**src/rtl/stopwatch_ctrl.sv**
```systemverilog
// stopwatch_ctrl: run/pause/lap/clear sequencer for an mm:ss.t stopwatch.
// A built-in prescaler produces the 0.1 s tick. A four-state FSM gates that
// tick into a tenth/second/minute counter, which wraps and sets a sticky
// overflow flag. Every output is registered.
// Optional feature macro: STOPWATCH_LAP_EN. When it is defined, the LAP state
// and the snapshot registers are built. When it is undefined, lap is ignored.
module stopwatch_ctrl #(
    parameter int TICK_DIV = 5_000_000,
    parameter int MAX_MIN  = 99
) (
    input  logic       clk,
    input  logic       rst_n,
    input  logic       start_stop,
    input  logic       clear,
    input  logic       lap,
    output logic [3:0] disp_tenth,
    output logic [5:0] disp_sec,
    output logic [6:0] disp_min,
    output logic       running,
    output logic       lap_hold,
    output logic       overflow
);

    localparam int             PW         = (TICK_DIV > 2) ? $clog2(TICK_DIV) : 1;
    localparam logic [PW-1:0]  PRESC_LAST = PW'(TICK_DIV - 1);
    localparam logic [6:0]     MIN_LAST   = 7'(MAX_MIN);

    typedef enum logic [1:0] {
        S_IDLE  = 2'd0,
        S_RUN   = 2'd1,
        S_PAUSE = 2'd2,
        S_LAP   = 2'd3
    } state_t;

    state_t        state_q, state_d;
    logic [PW-1:0] presc_q, presc_d;
    logic [3:0]    tenth_q, tenth_d;
    logic [5:0]    sec_q, sec_d;
    logic [6:0]    min_q, min_d;
    logic          ovf_q, ovf_d;

    logic [3:0]    disp_tenth_q, disp_tenth_d;
    logic [5:0]    disp_sec_q, disp_sec_d;
    logic [6:0]    disp_min_q, disp_min_d;
    logic          running_q, running_d;
    logic          lap_hold_q, lap_hold_d;

    logic          active;
    logic          tick;
    logic          lap_cmd;

`ifdef STOPWATCH_LAP_EN
    logic [3:0]    snap_tenth_q, snap_tenth_d;
    logic [5:0]    snap_sec_q, snap_sec_d;
    logic [6:0]    snap_min_q, snap_min_d;

    assign lap_cmd = lap;
`else
    logic          unused_lap;

    assign lap_cmd    = 1'b0;
    assign unused_lap = lap;
`endif

    // The counter only runs in RUN and LAP. A tick fires when the prescaler reaches its last count.
    assign active = (state_q == S_RUN) || (state_q == S_LAP);
    assign tick   = active && (presc_q == PRESC_LAST);

    // Next-state logic. clear beats start_stop, and start_stop beats lap.
    always_comb begin
        state_d = state_q;
        if (clear) begin
            state_d = S_IDLE;
        end else if (start_stop) begin
            case (state_q)
                S_IDLE:  state_d = S_RUN;
                S_RUN:   state_d = S_PAUSE;
                S_PAUSE: state_d = S_RUN;
                S_LAP:   state_d = S_PAUSE;
                default: state_d = S_IDLE;
            endcase
        end else if (lap_cmd) begin
            case (state_q)
                S_RUN:   state_d = S_LAP;
                S_LAP:   state_d = S_RUN;
                default: state_d = state_q;
            endcase
        end
    end

    // Datapath. The prescaler keeps its phase in PAUSE.
    // A tick advances tenths, which carry into seconds and then into minutes.
    always_comb begin
        presc_d = presc_q;
        tenth_d = tenth_q;
        sec_d   = sec_q;
        min_d   = min_q;
        ovf_d   = ovf_q;
        if (clear) begin
            presc_d = '0;
            tenth_d = '0;
            sec_d   = '0;
            min_d   = '0;
            ovf_d   = 1'b0;
        end else if (active) begin
            if (tick) begin
                presc_d = '0;
                if (tenth_q == 4'd9) begin
                    tenth_d = '0;
                    if (sec_q == 6'd59) begin
                        sec_d = '0;
                        if (min_q == MIN_LAST) begin
                            min_d = '0;
                            ovf_d = 1'b1;
                        end else begin
                            min_d = min_q + 7'd1;
                        end
                    end else begin
                        sec_d = sec_q + 6'd1;
                    end
                end else begin
                    tenth_d = tenth_q + 4'd1;
                end
            end else begin
                presc_d = presc_q + PW'(1);
            end
        end else if (state_q == S_IDLE) begin
            presc_d = '0;
        end
    end

`ifdef STOPWATCH_LAP_EN
    // Snapshot. It captures the post-tick live time when RUN moves to LAP.
    always_comb begin
        snap_tenth_d = snap_tenth_q;
        snap_sec_d   = snap_sec_q;
        snap_min_d   = snap_min_q;
        if (clear) begin
            snap_tenth_d = '0;
            snap_sec_d   = '0;
            snap_min_d   = '0;
        end else if ((state_q == S_RUN) && (state_d == S_LAP)) begin
            snap_tenth_d = tenth_d;
            snap_sec_d   = sec_d;
            snap_min_d   = min_d;
        end
    end
`endif

    // Output logic. It is computed from next-state values so the registered outputs line up with the state.
    always_comb begin
        running_d    = (state_d == S_RUN) || (state_d == S_LAP);
        lap_hold_d   = 1'b0;
        disp_tenth_d = tenth_d;
        disp_sec_d   = sec_d;
        disp_min_d   = min_d;
`ifdef STOPWATCH_LAP_EN
        if (state_d == S_LAP) begin
            lap_hold_d   = 1'b1;
            disp_tenth_d = snap_tenth_d;
            disp_sec_d   = snap_sec_d;
            disp_min_d   = snap_min_d;
        end
`endif
    end

    // State register, counters and output registers. Reset is synchronous and active-low.
    always_ff @(posedge clk) begin
        if (!rst_n) begin
            state_q      <= S_IDLE;
            presc_q      <= '0;
            tenth_q      <= '0;
            sec_q        <= '0;
            min_q        <= '0;
            ovf_q        <= 1'b0;
            disp_tenth_q <= '0;
            disp_sec_q   <= '0;
            disp_min_q   <= '0;
            running_q    <= 1'b0;
            lap_hold_q   <= 1'b0;
        end else begin
            state_q      <= state_d;
            presc_q      <= presc_d;
            tenth_q      <= tenth_d;
            sec_q        <= sec_d;
            min_q        <= min_d;
            ovf_q        <= ovf_d;
            disp_tenth_q <= disp_tenth_d;
            disp_sec_q   <= disp_sec_d;
            disp_min_q   <= disp_min_d;
            running_q    <= running_d;
            lap_hold_q   <= lap_hold_d;
        end
    end

`ifdef STOPWATCH_LAP_EN
    // Snapshot registers. They are cleared by reset.
    always_ff @(posedge clk) begin
        if (!rst_n) begin
            snap_tenth_q <= '0;
            snap_sec_q   <= '0;
            snap_min_q   <= '0;
        end else begin
            snap_tenth_q <= snap_tenth_d;
            snap_sec_q   <= snap_sec_d;
            snap_min_q   <= snap_min_d;
        end
    end
`endif

    assign disp_tenth = disp_tenth_q;
    assign disp_sec   = disp_sec_q;
    assign disp_min   = disp_min_q;
    assign running    = running_q;
    assign lap_hold   = lap_hold_q;
    assign overflow   = ovf_q;

endmodule
```
**config.mk**
```make
export PLATFORM = sky130hd
export DESIGN_NAME = stopwatch_ctrl
export DESIGN_NICKNAME = d
export VERILOG_FILES = /design/src/rtl/stopwatch_ctrl.sv
export SDC_FILE = /design/constraint.sdc
export NUM_CORES = 1
export LEC_CHECK = 0
export ABC_CLOCK_PERIOD_IN_PS = 2000
export BUFFER_PORTS_ARGS = -buffer_cell sky130_fd_sc_hd__buf_2
export CAP_MARGIN = 20
export CELL_PAD_IN_SITES_DETAIL_PLACEMENT = 0
export CELL_PAD_IN_SITES_GLOBAL_PLACEMENT = 1
export CORE_UTILIZATION = 39
export DETAILED_ROUTE_END_ITERATION = 6
export PLACE_DENSITY_LB_ADDON = 0.25
export RECOVER_POWER = 25
export SLEW_MARGIN = 0
export SYNTH_ARGS = -nofsm -noshare
export SYNTH_HDL_FRONTEND = slang
export SYNTH_SLANG_ARGS = --single-unit
```
**constraint.sdc**
```tcl
create_clock -name clk -period 2 [get_ports clk]
set_input_delay 0.1 -clock clk [delete_from_list [all_inputs] [get_ports clk]]
set_output_delay 0.1 -clock clk [all_outputs]
set_load 0.02 [all_outputs]
```
# Yosys cells after proc, flatten, opt, wreduce, memory -nomap -nowiden
# Index checks and enable logic that the tools add are counted.
# totals
register_bits	44
output_inout_bits	20
wordCells	42
# classes
add_sub_neg	4
n_eq_ne	9
muxes	9
bitwise	1
reduce_logical	12
# op_table
operator	count
two-way mux 23 bit	3
adder 23 x 1 -> 23 bit (second input constant)	1
== test 23 bit (second input constant)	1
adder 7 x 1 -> 7 bit (second input constant)	1
== test 7 bit (second input constant)	1
two-way mux 7 bit	1
adder 6 x 1 -> 6 bit (second input constant)	1
== test 2 bit (second input constant)	3
== test 6 bit (second input constant)	1
two-way mux 6 bit	1
OR reduction 2 bit	3
AND reduction 5 bit	1
adder 4 x 1 -> 4 bit (second input constant)	1
== test 2 x 1 -> 1 bit (second input constant)	2
== test 4 bit (second input constant)	1
two-way mux 2 bit	2
two-way mux 4 bit	1
one-hot mux 2 bit (2 select lines)	1
AND reduction 4 bit	1
AND reduction 3 bit	1
zero test 2 bit	1
logical OR 1 bit	2
AND reduction 2 bit	1
nonzero test 2 bit	1
2 further kinds	2

# Logic depth before layout (Yosys ltp)
# logic_depth
depth_word	7
mapped_depth	7
mapped_depth_nobuf	6

# Least setup slack after synthesis
# Ideal clock, no wire load.
# synth_timing
path_type	register to register
start	register presc_q[13]
end	register disp_min_q[4] (netlist: disp_min[4])
setup_time_ns	0.071
t_arrival_ns	2.139
slack_ns	-0.209
stages_incl_launch_ff	6
n_path_buf	0
synth_period_minus_slack_ns	2.209
cell_sequence	dfxtp_1 or4_4 nor4_4 nand4_4 or4_1 a21oi_1
# synth_via
elab_chain_cells	3
# synth_lines
element	line_no	text
start, declared	36	logic [PW-1:0] presc_q, presc_d;
start signal, assigned	183	presc_q <= presc_d;
== test 23 bit	67	assign tick = active && (presc_q == PRESC_LAST);
logical AND 1 bit	67	
AND reduction 4 bit (no line)	-	
end signal, assigned	190	disp_min_q <= disp_min_d;
end, declared	44	logic [6:0] disp_min_q, disp_min_d;
# No other way between the ends.
# A chain may end at the register's enable or synchronous reset.

# Final worst setup path
# layout_timing
start	register presc_q[10]
end	register disp_sec_q[2] (netlist: disp_sec[2])
# layout_via
elab_chain_cells	3
# layout_lines
element	line_no	text
== test 23 bit	67	
logical AND 1 bit	67	
AND reduction 3 bit (no line)	-	
end signal, assigned	189	disp_sec_q <= disp_sec_d;
end, declared	43	logic [5:0] disp_sec_q, disp_sec_d;
# No other way between the ends.

==> impl_metrics.toml <==
[outcome]
status = "finished, violations left"
violations = "negative setup slack"

[global_routing]
grt_max_degree = 18
grt_pass1_vias = 2019
grt_pass1_wl_mm = 9.701
antenna_found_initial = 0
grt_usage = 0.2031
grt-ovfl-total = 0

[clock_tree]
clk_pin_slew_ns = 0.08
cts_max_path_buffers = 2
cts.sinks = 43
cts-root-buf = "clkbuf_8"
cts_buffers = 5
h-tree-depth = 2
cts_tree = "built"
clk_latency_ns = 0.30

[die]
core_area_um2 = 5270
fp.dieW_um = 77.00
fp-row-count = 26
die-area_um2 = 5928
io_pins = 25
initial_utilization = 0.4162
die_h_um = 77.00

[finish]
finalNonFillerCells = 408
antenna_cells = 0
syn2layout_area_growth_pct = 32.86
drive_above_1_share = 0.2692
nets = 345

[worst_setup_path]
cp-end-kind = "flip-flop"
required_ns = 2.24
reg2reg_from = "presc_q[10]$_SDFFE_PP0P_"
critPathBufInv = 2
cpMaxStageDelayCell = "or4_4"
crit_fanout = 4
worstPathArrival_ns = 2.28
r2r_end = "disp_sec[2]$_SDFFE_PP0P_"
path_cells = "or4_4 > nor3_4 > buf_6 > buf_6 > nand3_2 > or3b_4 > a21oi_2"
ff2ff_path_depth = 7
critical-path-max-stage-delay_ns = 0.54
critical_path.top_delay_family = "simple AND/OR/NAND/NOR gates"
crit_path_start_kind = "flip-flop"
crit_top_cell = "buf_6"
worstSetupPathType = "reg -> reg"
rrSetupSlack_ns = -0.04

[drt]
firstDrtPassIters = 4
drc = 0
ant_nets = 0
viasPerCell = 5.426
wl_mm = 5.648
dr_total_vias = 2214
drt-initial-drc-count = 97
avgRoutedWirePerCell_um = 13.84

[placement]
dpl.hpwl_mm = 3.829
port_buffers = 22
gp_congestion = 0.7624
dp.cells = 392
dp_worst_setup_slack_ns = -0.1338

[pwr]
cellPowerDensity_nw_per_um2 = 520.2
static-leakage-power_nw = 1.036
finalPower_w = 0.001516
ir_drop_v = 0.0003366

[synthesis]
synthArstFlopShare = 0
syn-num-nets = 281
synth_warnings = 0
synth_edf_count = 0
yosys.area.top_type = "dfxtp_1"
synth_top_cell_area_share = 0.3925
ys_seq_area_frac = 0.3925
syn_inst = 273
netlist_area_um2 = 2193
yosysUniqueCellTypes = 47
syn-mean-instance-area_um2 = 8.034
ys_ff_latch = 43
ys_top_cells_by_area = "dfxtp_1 39%, nand3_1 6.2%, nand2_1 5.6%"
synth_flop_cell = "dfxtp_1"

[timing]
final.min_clock_period_ns = 2.044
finalHoldViolations = 0
setup_ws_ns = -0.04441
tightestPinTransition_ns = 0.5549
rsz0062_at_grt = "yes"
relSlewSlack = 0.6300
setup_viol = 3
fin_setup_tns_ns = -0.08314
skew_ns = 0.004259
fmax_ghz = 0.4891
period_share = 1.022
drv_slew = 0

[hold_path]
hold_start = "start_stop"
hold_end = "running$_SDFF_PN0_"
min_path_type = "in -> reg"
whs_path_depth = 3

[run]
maxCapViolCount = 0
worst reg2reg max path: stages, from the launching register on:
cell and delay [ns]:
dfxtp_2 0.33, or4_4 0.54, nor3_4 0.27, buf_6 0.17, buf_6 0.10, nand3_2 0.07
or3b_4 0.38, a21oi_2 0.13
through the flow:
step,hold WS [ns],instance area (um^2),utilization
3_3_place_gp,0.3691,2651,0.5031
3_5_place_dp,0.3706,2651,0.5031
4_1_cts,0.05416,2845,0.5399
5_1_grt,0.06988,2914,0.5529
2_1_floorplan,0.2367,2222,-
6_report,0.06602,2914,0.5529
kinds of logic after synthesis:
logic type                 Yosys count  share of synthesized area
xor gates and xnor gates             8                    0.03195
muxes                                2                   0.009128
DFF                                 43                     0.3925
adders and majority gates            3                    0.01712
AOI/OAI and AO/OA                   60                     0.1649
other                                1                   0.001710
and+or+nand+nor                    138                     0.3503
buffers and inverters               18                    0.03252
worst max path at each step:
stage / slack (ns) / start / cells past startpoint / to
2_1_floorplan: -0.08 / presc_q[20]$_SDFFE_PP0P_ / 5 / disp_min[4]$_SDFFE_PP0P_
3_3_place_gp: -0.05 / presc_q[6]$_SDFFE_PP0P_ / 6 / disp_min[6]$_SDFFE_PP0P_
3_5_place_dp: -0.13 / presc_q[6]$_SDFFE_PP0P_ / 6 / disp_min[6]$_SDFFE_PP0P_
4_1_cts: -0.04 / presc_q[20]$_SDFFE_PP0P_ / 5 / disp_min[4]$_SDFFE_PP0P_
5_1_grt: -0.13 / presc_q[20]$_SDFFE_PP0P_ / 6 / disp_min[0]$_SDFFE_PP0P_
6_report: -0.04 / presc_q[10]$_SDFFE_PP0P_ / 7 / disp_sec[2]$_SDFFE_PP0P_
per-layer routing:
metal,up-vias,global-route usage,share of wire
met3,6,0.03571,0.033
met1,1031,0.2936,0.51
met5,-,0,0
li1,1140,-,-
met2,37,0.3009,0.44
met4,0,0.06981,0.012
flip-flops by register name, summed over array words and instances (netlist names):
| register | count |
|---|---|
| presc_q | 23 |
| disp_min | 7 |
| disp_sec | 6 |
| running | 1 |
| state_q | 1 |
| overflow | 1 |
| disp_tenth | 4 |
Yosys cell counts (2+ instances only):
library cell  count
nor4_1            3
nor2b_1           7
dfxtp_1          43
nand4_1          11
a31oi_1           9
and4_1            3
xor2_1            6
and3_1            2
a41oi_1           2
nor3_1            5
o21ai_0          17
clkbuf_1         10
or3_1            11
inv_1             7
mux2i_1           2
nand3_1          27
ha_1              3
xnor2_1           2
o311ai_0          2
nor2_1           17
nand2b_1          4
nand2_1          33
o21a_1            2
or4_1             4
a21oi_1          19
placed cells by master (no fill, tap or decap), types with 2 or more instances in the layout:
cell / count
nor4_1: 2
mux2i_1: 2
buf_6: 8
dfxtp_2: 6
xnor2_1: 2
buf_4: 35
nand2_1: 33
nor3_1: 4
xor2_1: 6
clkbuf_8: 7
dfxtp_1: 37
or4_1: 3
and3_1: 2
o21ai_0: 16
or3_1: 11
nand4_1: 11
nand3_1: 26
nor2_1: 17
a21oi_1: 17
clkbuf_1: 12
and4_1: 2
buf_2: 14
o21a_1: 2
a31oi_1: 7
nor2b_1: 7
a31oi_4: 2
nand2b_1: 4
ha_1: 2
a21oi_2: 2
inv_1: 7
or4_4: 2
where the power goes:
part	total, W	switching [W]	internal [W]
Clock	0.000608	0.000292	0.000315
Combinational	0.0000501	0.0000316	0.0000185
Sequential	0.000858	0.000000986	0.000857
area by class of cell:
type,instances,area (um^2)
Tap cell,70,87.58
Fill cell,511,2356
Timing Repair Buffer,68,464.2
Clock buffer,8,100.1
Multi-Input combinational cell,212,1368
Inverter,7,26.28
Sequential cell,43,868.3
what timing repair did:
action,in CTS,in global routing
gates cloned,1,1
hold buffers,0,0
setup endpoints to repair,17,28
pin swaps,6,13
resized for setup,15,15
buffers inserted,3,3
Power figures use the tool's default switching activity.
